`src/rtl/hmm_sample_feeder_if.sv`:
```
// Host/recognizer sample path of hmm_sample_feeder: host push handshake in,
// paced sample strobe out.
interface hmm_sample_feeder_if;
  // Handshake: a host push transfers in_data on a rising clk edge where
  // in_valid && in_ready; in_valid is a request only and may drop at any time.
  // write is a one-cycle strobe qualifying x_o, with no back-pressure.
  logic [15:0] in_data;
  logic        in_valid;
  logic        in_ready;
  logic [15:0] x_o;
  logic        write;

  modport master (
    output in_data,
    output in_valid,
    input  in_ready,
    input  x_o,
    input  write
  );

  modport slave (
    input  in_data,
    input  in_valid,
    output in_ready,
    output x_o,
    output write
  );
endinterface

```
`src/rtl/hmm_sample_feeder.sv`:
```
// Buffers host audio samples and replays them to the recognizer at a fixed rate.
// Optional decision counters are built when HMM_FEEDER_RESULT_COUNT_EN is defined.
module hmm_sample_feeder #(
  parameter int DIV        = 3125,
  parameter int DEPTH_LOG2 = 6
) (
  input  logic                  clk,
  input  logic                  reset,
  hmm_sample_feeder_if.slave    bus,
  input  logic                  enable,
  output logic                  underrun,
  output logic [DEPTH_LOG2:0]   level,
  input  logic                  result_dv,
  input  logic                  result,
  output logic [15:0]           frame_count,
  output logic [15:0]           word_count
);

  localparam int                  DEPTH    = 1 << DEPTH_LOG2;
  localparam logic [DEPTH_LOG2:0] FULL     = (DEPTH_LOG2+1)'(DEPTH);
  localparam logic [15:0]         DIV_LAST = 16'(DIV - 1);

  logic [15:0]           mem [DEPTH];
  logic [DEPTH_LOG2-1:0] wr_ptr;
  logic [DEPTH_LOG2-1:0] rd_ptr;
  logic [DEPTH_LOG2:0]   count;
  logic [15:0]           div_cnt;
  logic [15:0]           x_q;
  logic                  write_q;
  logic                  tick;
  logic                  push;
  logic                  pop;

  // in_ready comes from the registered count, so a full FIFO refuses a push
  // even when the same cycle pops.
  assign tick         = enable && (div_cnt == DIV_LAST);
  assign bus.in_ready = (count != FULL);
  assign push         = bus.in_valid && bus.in_ready;
  assign pop          = tick && (count != '0);
  assign level        = count;
  assign bus.x_o      = x_q;
  assign bus.write    = write_q;

  always_ff @(posedge clk) begin
    if (push) mem[wr_ptr] <= bus.in_data;
  end

  always_ff @(posedge clk) begin
    if (reset) begin
      wr_ptr <= '0;
      rd_ptr <= '0;
      count  <= '0;
    end else begin
      if (push) wr_ptr <= wr_ptr + 1'b1;
      if (pop)  rd_ptr <= rd_ptr + 1'b1;
      case ({push, pop})
        2'b10:   count <= count + 1'b1;
        2'b01:   count <= count - 1'b1;
        default: count <= count;
      endcase
    end
  end

  // Pacer: held at zero while disabled so the first tick lands DIV cycles
  // after enable rises.
  always_ff @(posedge clk) begin
    if (reset || !enable)        div_cnt <= '0;
    else if (div_cnt == DIV_LAST) div_cnt <= '0;
    else                          div_cnt <= div_cnt + 16'd1;
  end

  always_ff @(posedge clk) begin
    if (reset) begin
      x_q      <= '0;
      write_q  <= 1'b0;
      underrun <= 1'b0;
    end else begin
      write_q <= pop;
      if (pop) x_q <= mem[rd_ptr];
      if (tick && (count == '0)) underrun <= 1'b1;
    end
  end

`ifdef HMM_FEEDER_RESULT_COUNT_EN
  always_ff @(posedge clk) begin
    if (reset) begin
      frame_count <= '0;
      word_count  <= '0;
    end else if (result_dv) begin
      if (frame_count != 16'hFFFF)           frame_count <= frame_count + 16'd1;
      if (result && word_count != 16'hFFFF)  word_count  <= word_count + 16'd1;
    end
  end
`else
  logic unused_result;
  assign unused_result = result_dv ^ result;
  assign frame_count   = '0;
  assign word_count    = '0;
`endif

endmodule

```
`src/flat_wrapper.sv`:
```
// flat-port wrapper written by rule: the top's interface ports become plain ports
module hmm_sample_feeder_flat 
#(
  parameter int DIV        = 3125,
  parameter int DEPTH_LOG2 = 6
)
  (clk, reset, enable, underrun, level, result_dv, result, frame_count, word_count, bus_in_data, bus_in_valid, bus_in_ready, bus_x_o, bus_write);
  hmm_sample_feeder_if bus_i ();
  input  logic clk;
  input  logic reset;
  input  logic enable;
  output logic underrun;
  output logic [DEPTH_LOG2:0] level;
  input  logic result_dv;
  input  logic result;
  output logic [15:0] frame_count;
  output logic [15:0] word_count;
  input wire logic [$bits(bus_i.in_data)-1:0] bus_in_data;
  input wire logic [$bits(bus_i.in_valid)-1:0] bus_in_valid;
  output wire logic [$bits(bus_i.in_ready)-1:0] bus_in_ready;
  output wire logic [$bits(bus_i.x_o)-1:0] bus_x_o;
  output wire logic [$bits(bus_i.write)-1:0] bus_write;
  assign bus_i.in_data = bus_in_data;
  assign bus_i.in_valid = bus_in_valid;
  assign bus_in_ready = bus_i.in_ready;
  assign bus_x_o = bus_i.x_o;
  assign bus_write = bus_i.write;
  hmm_sample_feeder #(.DIV(DIV), .DEPTH_LOG2(DEPTH_LOG2)) u_core (.clk(clk), .reset(reset), .bus(bus_i), .enable(enable), .underrun(underrun), .level(level), .result_dv(result_dv), .result(result), .frame_count(frame_count), .word_count(word_count));
endmodule
```
`config.mk`:
```
export PLATFORM = sky130hd
export DESIGN_NAME = hmm_sample_feeder_flat
export DESIGN_NICKNAME = d
export VERILOG_FILES = /design/src/rtl/hmm_sample_feeder_if.sv /design/src/rtl/hmm_sample_feeder.sv /design/src/flat_wrapper.sv
export SDC_FILE = /design/constraint.sdc
export NUM_CORES = 1
export LEC_CHECK = 0
export BUFFER_PORTS_ARGS = -buffer_cell sky130_fd_sc_hd__buf_2
export CAP_MARGIN = 20
export CORE_ASPECT_RATIO = 0.8
export CORE_MARGIN = 5
export CORE_UTILIZATION = 45
export CTS_BUF_LIST = sky130_fd_sc_hd__clkbuf_4
export CTS_CLUSTER_DIAMETER = 200
export DETAILED_ROUTE_END_ITERATION = 8
export MAX_ROUTING_LAYER = met4
export PLACE_DENSITY = 0.74
export SLEW_MARGIN = 0
export SYNTH_ARGS = -nofsm -noshare
export SYNTH_HDL_FRONTEND = slang
export SYNTH_SLANG_ARGS = --single-unit
```
`constraint.sdc`:
```
create_clock -name clk -period 3.5 [get_ports clk]
set_input_delay 0.525 -clock clk [delete_from_list [all_inputs] [get_ports clk]]
set_output_delay 0.525 -clock clk [all_outputs]
set_load 0.01 [all_outputs]
```
==> results of run 1 <==
-- cell usage in the layout, fill, tap and decap left out, drive strengths merged, types with 3 or more instances in the layout --
master / synthesis / routed
o21ai: 31 / 31
a21o: 3 / 3
clkinv: 1 / 66
nor4: 4 / 4
conb: 1 / 32
dlygate4sd3: 0 / 10
or3: 5 / 5
o22ai: 5 / 5
xnor2: 8 / 8
or4: 3 / 3
clkbuf: 43 / 371
nor3: 4 / 4
edfxtp: 1024 / 1024
nor2b: 9 / 9
o221ai: 59 / 59
a211oi: 6 / 6
a32oi: 5 / 5
nand2: 63 / 63
nand4: 7 / 7
or2: 3 / 3
mux2: 6 / 6
a21oi: 70 / 70
inv: 15 / 20
mux4: 191 / 191
xor2: 14 / 14
and3: 4 / 4
mux2i: 156 / 156
nor2: 110 / 110
nand3: 38 / 38
buf: 102 / 184
diode: 0 / 11
a221oi: 7 / 7
dfxtp: 53 / 53
nand3b: 5 / 5
a22oi: 39 / 39
ha: 10 / 10
-- final cells by class --
| class | count | area [sq um] | area share [%] |
|---|---|---|---|
| multi-input combinational | 913 | 9241 | 19.53 |
| clock inverter | 72 | 320.3 | 0.6770 |
| tap | 1224 | 1531 | 3.237 |
| antenna | 11 | 27.53 | 0.05818 |
| clock buffer | 371 | 2785 | 5.887 |
| sequential | 1077 | 31820 | 67.26 |
| timing repair buffer | 194 | 1523 | 3.219 |
| inverter | 16 | 60.06 | 0.1269 |
-- per-stage QoR --
stage	setup WS (ns)	total power, W	util (%)
after CTS	0.08249	0.02442	50.91
after global placement	0.1345	0.01480	47.48
after floorplan	0.2356	0.01456	-
after global routing	-0.002259	0.02522	51.10
after detailed placement	0.1154	0.01483	47.49
final	0.2332	0.02424	51.10
-- path summary, 6_finish.rpt --
kind | depth (start not counted) | startpoint | end | slack [ns]
worst min register to register | 1 | u_core.div_cnt[0] | u_core.div_cnt[0] | 0.47
worst max register to register | 14 | u_core.div_cnt[0] | u_core.level[6] | 0.23
worst max-delay path | 14 | u_core.div_cnt[0] | u_core.level[6] | 0.23
worst min-delay path | 1 | bus_in_data[5] | u_core.mem[30][5] | 0.11
-- what timing repair did --
item                                    CTS  global route
endpoints found under the setup margin    0             1
endpoints found under the hold margin    42            89
hold buffers                              6             4
gates resized for setup                   0             4
setup buffers                             0             1
-- layer usage --
metal	up-vias	global-route usage [%]
met3	175	6.222
met5	-	-
met4	0	6.223
li1	9437	-
met2	1233	29.11
met1	11500	28.35
-- kinds of logic (layout without fill, tap and decap cells) --
family                   after synthesis  count (layout)
multiplexers                         353             353
AO/OA/AOI/OAI                        230             230
XOR/XNOR                              22              22
buffers and inverters                161             653
adder cells (fa/ha/maj)               11              11
AND/OR/NAND/NOR                      265             265
flip-flops                          1077            1077
other                                  1              43
-- power by group --
group,internal [W],total [W],switching (W)
Combinational,0.0000847,0.000428,0.000343
Sequential,0.0141,0.0141,0.0000172
Clock,0.00489,0.00967,0.00478
Total,0.0191,0.0242,0.00514
-- sequential cells by signal, indices dropped and copies added, names as in the netlist --
signal / count
u_core.bus.write: 1
u_core.level: 7
u_core.rd_ptr: 6
u_core.bus.x_o: 16
u_core.div_cnt: 16
u_core.wr_ptr: 6
u_core.underrun: 1
u_core.mem: 1024
==> qor.yml, run 1 <==
status: "finished clean"
die_x_um: 350.7
grt_max_degree: 65
crit_family: "simple AND/OR/NAND/NOR gates"
final_nets: 2474
worst_ep_required_time_ns: 4.48
endpoint_kind: "flop"
design_area_sq_um: 47310
clockBufferDepth: 3
die-area_sq_um: 99120
synth.avg_cell_area_sq_um: 19.72
yosysUniqueCellTypes: 62
final_cell_count_no_fill: 3878
ys_warn_count: 0
place_inst: 3409
ctsRootBufferMaster: "clkbuf_4"
met2_length_mm: 44.65
slew_viol_final: 0
synthTopCellsByArea: "edfxtp_1 (74%), mux4_2 (10%), mux2i_1 (3.7%)"
skew_ns: 0.06907
dr.first_iter.drc_count: 2715
ys_ff_latch: 1077
synth_top_area_cell: "edfxtp_1"
cpMostUsedCell: "ha_1"
cts_num_sinks: 1077
maxSlewHeadroom_pct: 27.60
synthSimpleGateAreaFrac_pct: 3.023
synthMuxAreaShare_pct: 14.19
holdWs_ns: 0.1146
synthFlopType: "edfxtp_1"
route.met3.wl_mm: 11.03
cts_buffers: 239
crit_arrival_ns: 4.24
syn_to_final_growth_pct: 13.19
start_util_pct: 45.14
cp_cell_sequence: "inv_1 -> ha_1 -> nor4b_4 -> nand4_1 -> or3_4 -> inv_2 -> ha_2 -> ha_1 -> nor2b_1 -> o21ai_2 -> a21boi_1 -> or4_1 -> nand3_1 -> mux2_1"
yosysTopAreaCellShare_pct: 73.57
synth-compound-area-share_pct: 3.736
die_h_um: 282.6
power-per-cell-area_nw_per_um2: 512.4
top_layer: "met4"
post-route-drc-count: 0
io_buffers: 45
ys_seq_area_share_pct: 76.10
finalSetupViolations: 0
wl_per_cell_um: 25.28
cp_slowest_cell: "or4_1"
crit_type: "reg -> reg"
insertion_delay_ns: 1.09
dpl_cell_area_sq_um: 43970
dp.final_hpwl_mm: 58.97
nFillCells: 7296
cts-htree-levels: 4
synth_async_sr_flop_share_pct: 0
drive_gt1_share_pct: 29.78
hold_path_class: "in -> reg"
std_cell_rows: 100
routed_via_density: 5.761
slowest_delay_ns: 0.47
fin_crit_ns: 3.267
ioPinCount: 80
grt_pass1_wl_mm: 143.8
grt.overflow.total: 0
syn_inst: 2120
ant_nets: 0
grt_pass1_vias: 22380
power_leakage_nw: 14.97
path_max_fanout: 4
num_vias: 22340
syn_area_sq_um: 41800
worst_slew_pin_slew_ns: 1.086
synth_top_family_by_area: "multiplexers"
fin_crit_sh_pct: 93.34
gp_congestion: 0.8461
hold_violations: 0
crit_buf_inv: 2
clk_pin_slew_ns: 0.07
synth_fa_ha_area_share_pct: 0.3472
routed_wl_mm: 98.05
drv_cap: 0
fmax_mhz: 306.1
tns_ns: 0
drt_first_pass_iters: 5
yosysMostFrequentCell: "edfxtp_1"
synthXorXnorAreaFrac_pct: 0.4610
antenna_found_initial: 6
cts_tree: "yes"
ir_worst_vdd_uv: 331.9
wl_met1_mm: 40.36
synth_edf_count: 1024
grtUsageTotal_pct: 20.34
startpoint_type: "flop"
synth_commonest_cells: "edfxtp_1 (1024), mux4_2 (191), mux2i_1 (156)"
core_sq_um: 92590
Power figures use the tool's default switching activity.
==> run 2: changes to the inputs <==
- REMOVE_ABC_BUFFERS: default -> 1
- SKIP_CTS_REPAIR_TIMING: default -> 1
==> qor.yml, run 2 (synthesis results as in run 1) <==
crit_family: "simple AND/OR/NAND/NOR gates"
final_common_cell: "edfxtp_1"
path_max_fanout: 5  # +1
wl_per_cell_um: 24.93  # -1.4%
met2_length_mm: 44.54  # -0.24%
finalSetupViolations: 0  # unchanged
syn_to_final_growth_pct: 13.33
regMostFlops: "u_core.mem"
dp_slack_ns: -0.05184  # -0.1672 ns
power-per-cell-area_nw_per_um2: 511.5  # -0.17%
post-route-drc-count: 0  # unchanged
route.met3.wl_mm: 11.80  # +7.0%
wl_met1_mm: 38.06  # -5.7%
hp-start: "bus_in_data[11]"
cp_cell_sequence: "inv_1 -> ha_1 -> nor4b_4 -> nand4_1 -> or3_4 -> inv_2 -> ha_4 -> ha_4 -> nor2b_1 -> o21ai_1 -> a21boi_2 -> or4_4 -> nand3_2 -> mux2_1"
largest_reg_flops: 1024  # unchanged
r2r_start: "u_core.div_cnt[1]"
start_util_pct: 45.14  # unchanged
grt_pass1_wl_mm: 142.4  # -0.95%
grt.overflow.total: 0  # unchanged
antenna_found_initial: 4  # -2
top_layer: "met4"
final_nets: 2480  # +0.24%
rr_endpoint: "u_core.level[6]"
cts_num_sinks: 1077  # unchanged
num_vias: 22150  # -0.85%
crit_buf_inv: 2  # unchanged
cts_buffers: 237  # -0.84%
status: "finished clean"
die-area_sq_um: 99120  # unchanged
clk_pin_slew_ns: 0.07  # about the same
core_sq_um: 92590  # unchanged
io_buffers: 45  # unchanged
ir_worst_vdd_uv: 420.8  # +27%
power_leakage_nw: 14.99  # +0.15%
gp_congestion: 0.8560  # +1.2%
std_cell_rows: 100  # unchanged
die_h_um: 282.6  # unchanged
clockBufferDepth: 3  # unchanged
hold_path_class: "in -> reg"
fmax_mhz: 301.1  # -1.6%
cpMostUsedCell: "ha_4"
endpoint_kind: "flop"
startpoint_type: "flop"
drv_cap: 0  # unchanged
hold_violations: 0  # unchanged
slowest_delay_ns: 0.49  # +0.02 ns
crit_arrival_ns: 4.30  # +0.06 ns
worst_slew_pin_slew_ns: 1.174  # +0.08835 ns
tns_ns: 0  # unchanged
cp_slowest_cell: "or4_4"
cts-htree-levels: 4  # unchanged
insertion_delay_ns: 1.10  # about the same
drt_first_pass_iters: 5  # unchanged
dp.final_hpwl_mm: 58.56  # -0.69%
routed_via_density: 5.726  # -0.59%
fin_crit_ns: 3.321  # +0.05394 ns
dpl_cell_area_sq_um: 44040  # +0.16%
layout_common_cells: "edfxtp_1 (1024), clkbuf_4 (360), mux4_2 (191)"
finalWorstSetupSlack_ns: 0.1793  # -0.05394 ns
maxSlewHeadroom_pct: 21.71  # -5.9 points
worst_ep_required_time_ns: 4.48  # about the same
routed_wl_mm: 96.42  # -1.7%
ctsRootBufferMaster: "clkbuf_4"
ant_nets: 0  # unchanged
nFillCells: 7239  # -0.78%
cts_tree: "yes"
dr.first_iter.drc_count: 2556  # -5.9%
crit_type: "reg -> reg"
die_x_um: 350.7  # unchanged
min_to: "u_core.mem[32][11]"
worstHoldPathCells: 1  # unchanged
drive_gt1_share_pct: 30.19  # +0.42 points
grtUsageTotal_pct: 20.17  # -0.17 points
grt_pass1_vias: 22590  # +0.93%
reg2reg_slack_ns: 0.18  # -0.05 ns
slew_viol_final: 0  # unchanged
grt_max_degree: 70  # +7.7%
ioPinCount: 80  # unchanged
reg2reg_depth: 14  # unchanged
fin_crit_sh_pct: 94.88  # +1.5 points
design_area_sq_um: 47370  # +0.13%
skew_ns: 0.08274  # +0.01366 ns
## run 2: routing by layer
| metal | vias to the layer above | GRT usage [%] |
|---|---|---|
| li1 | 9425 | - |
| met1 | 11360 | 26.57 |
| met2 | 1219 | 29.58 |
| met3 | 143 | 7.083 |
| met4 | 0 | 6.743 |
| met5 | - | - |
## run 2: stage by stage
step                      cells  total power (W)  hold WS (ns)  util, %
after floorplan            2006          0.01453        0.4258        -
after detailed placement   3417          0.01484        0.4568    47.57
after global routing       3864          0.02516     -0.004872    51.15
after CTS                  3842          0.02443       -0.2924    50.90
final                      3868          0.02423       0.03767    51.16
after global placement     3417          0.01481        0.4431    47.57
## run 2: worst max path at each step
stage                                  from                  to  cells after the start
after global routing      u_core.div_cnt[0]     u_core.level[6]                     16
final                     u_core.div_cnt[1]     u_core.level[6]                     14
after global placement    u_core.div_cnt[0]     u_core.level[6]                     14
after floorplan            u_core.rd_ptr[0]  u_core.bus.x_o[14]                      6
after CTS                 u_core.div_cnt[0]     u_core.level[6]                     14
after detailed placement  u_core.div_cnt[0]     u_core.level[6]                     14
## run 2: cell type report
class | count | area (sq um) | share of cell area, %
antenna | 11 | 27.53 | 0.05811
clock buffer | 359 | 2695 | 5.689
clock inverter | 66 | 389.1 | 0.8214
inverter | 16 | 60.06 | 0.1268
multi-input combinational | 913 | 9273 | 19.57
sequential | 1077 | 31820 | 67.18
tap | 1224 | 1531 | 3.233
timing repair buffer | 202 | 1572 | 3.317
## run 2: where the power goes
part           switching [W]  internal [W]
combinational       0.000344     0.0000846
clock                0.00469       0.00496
sequential         0.0000179        0.0141
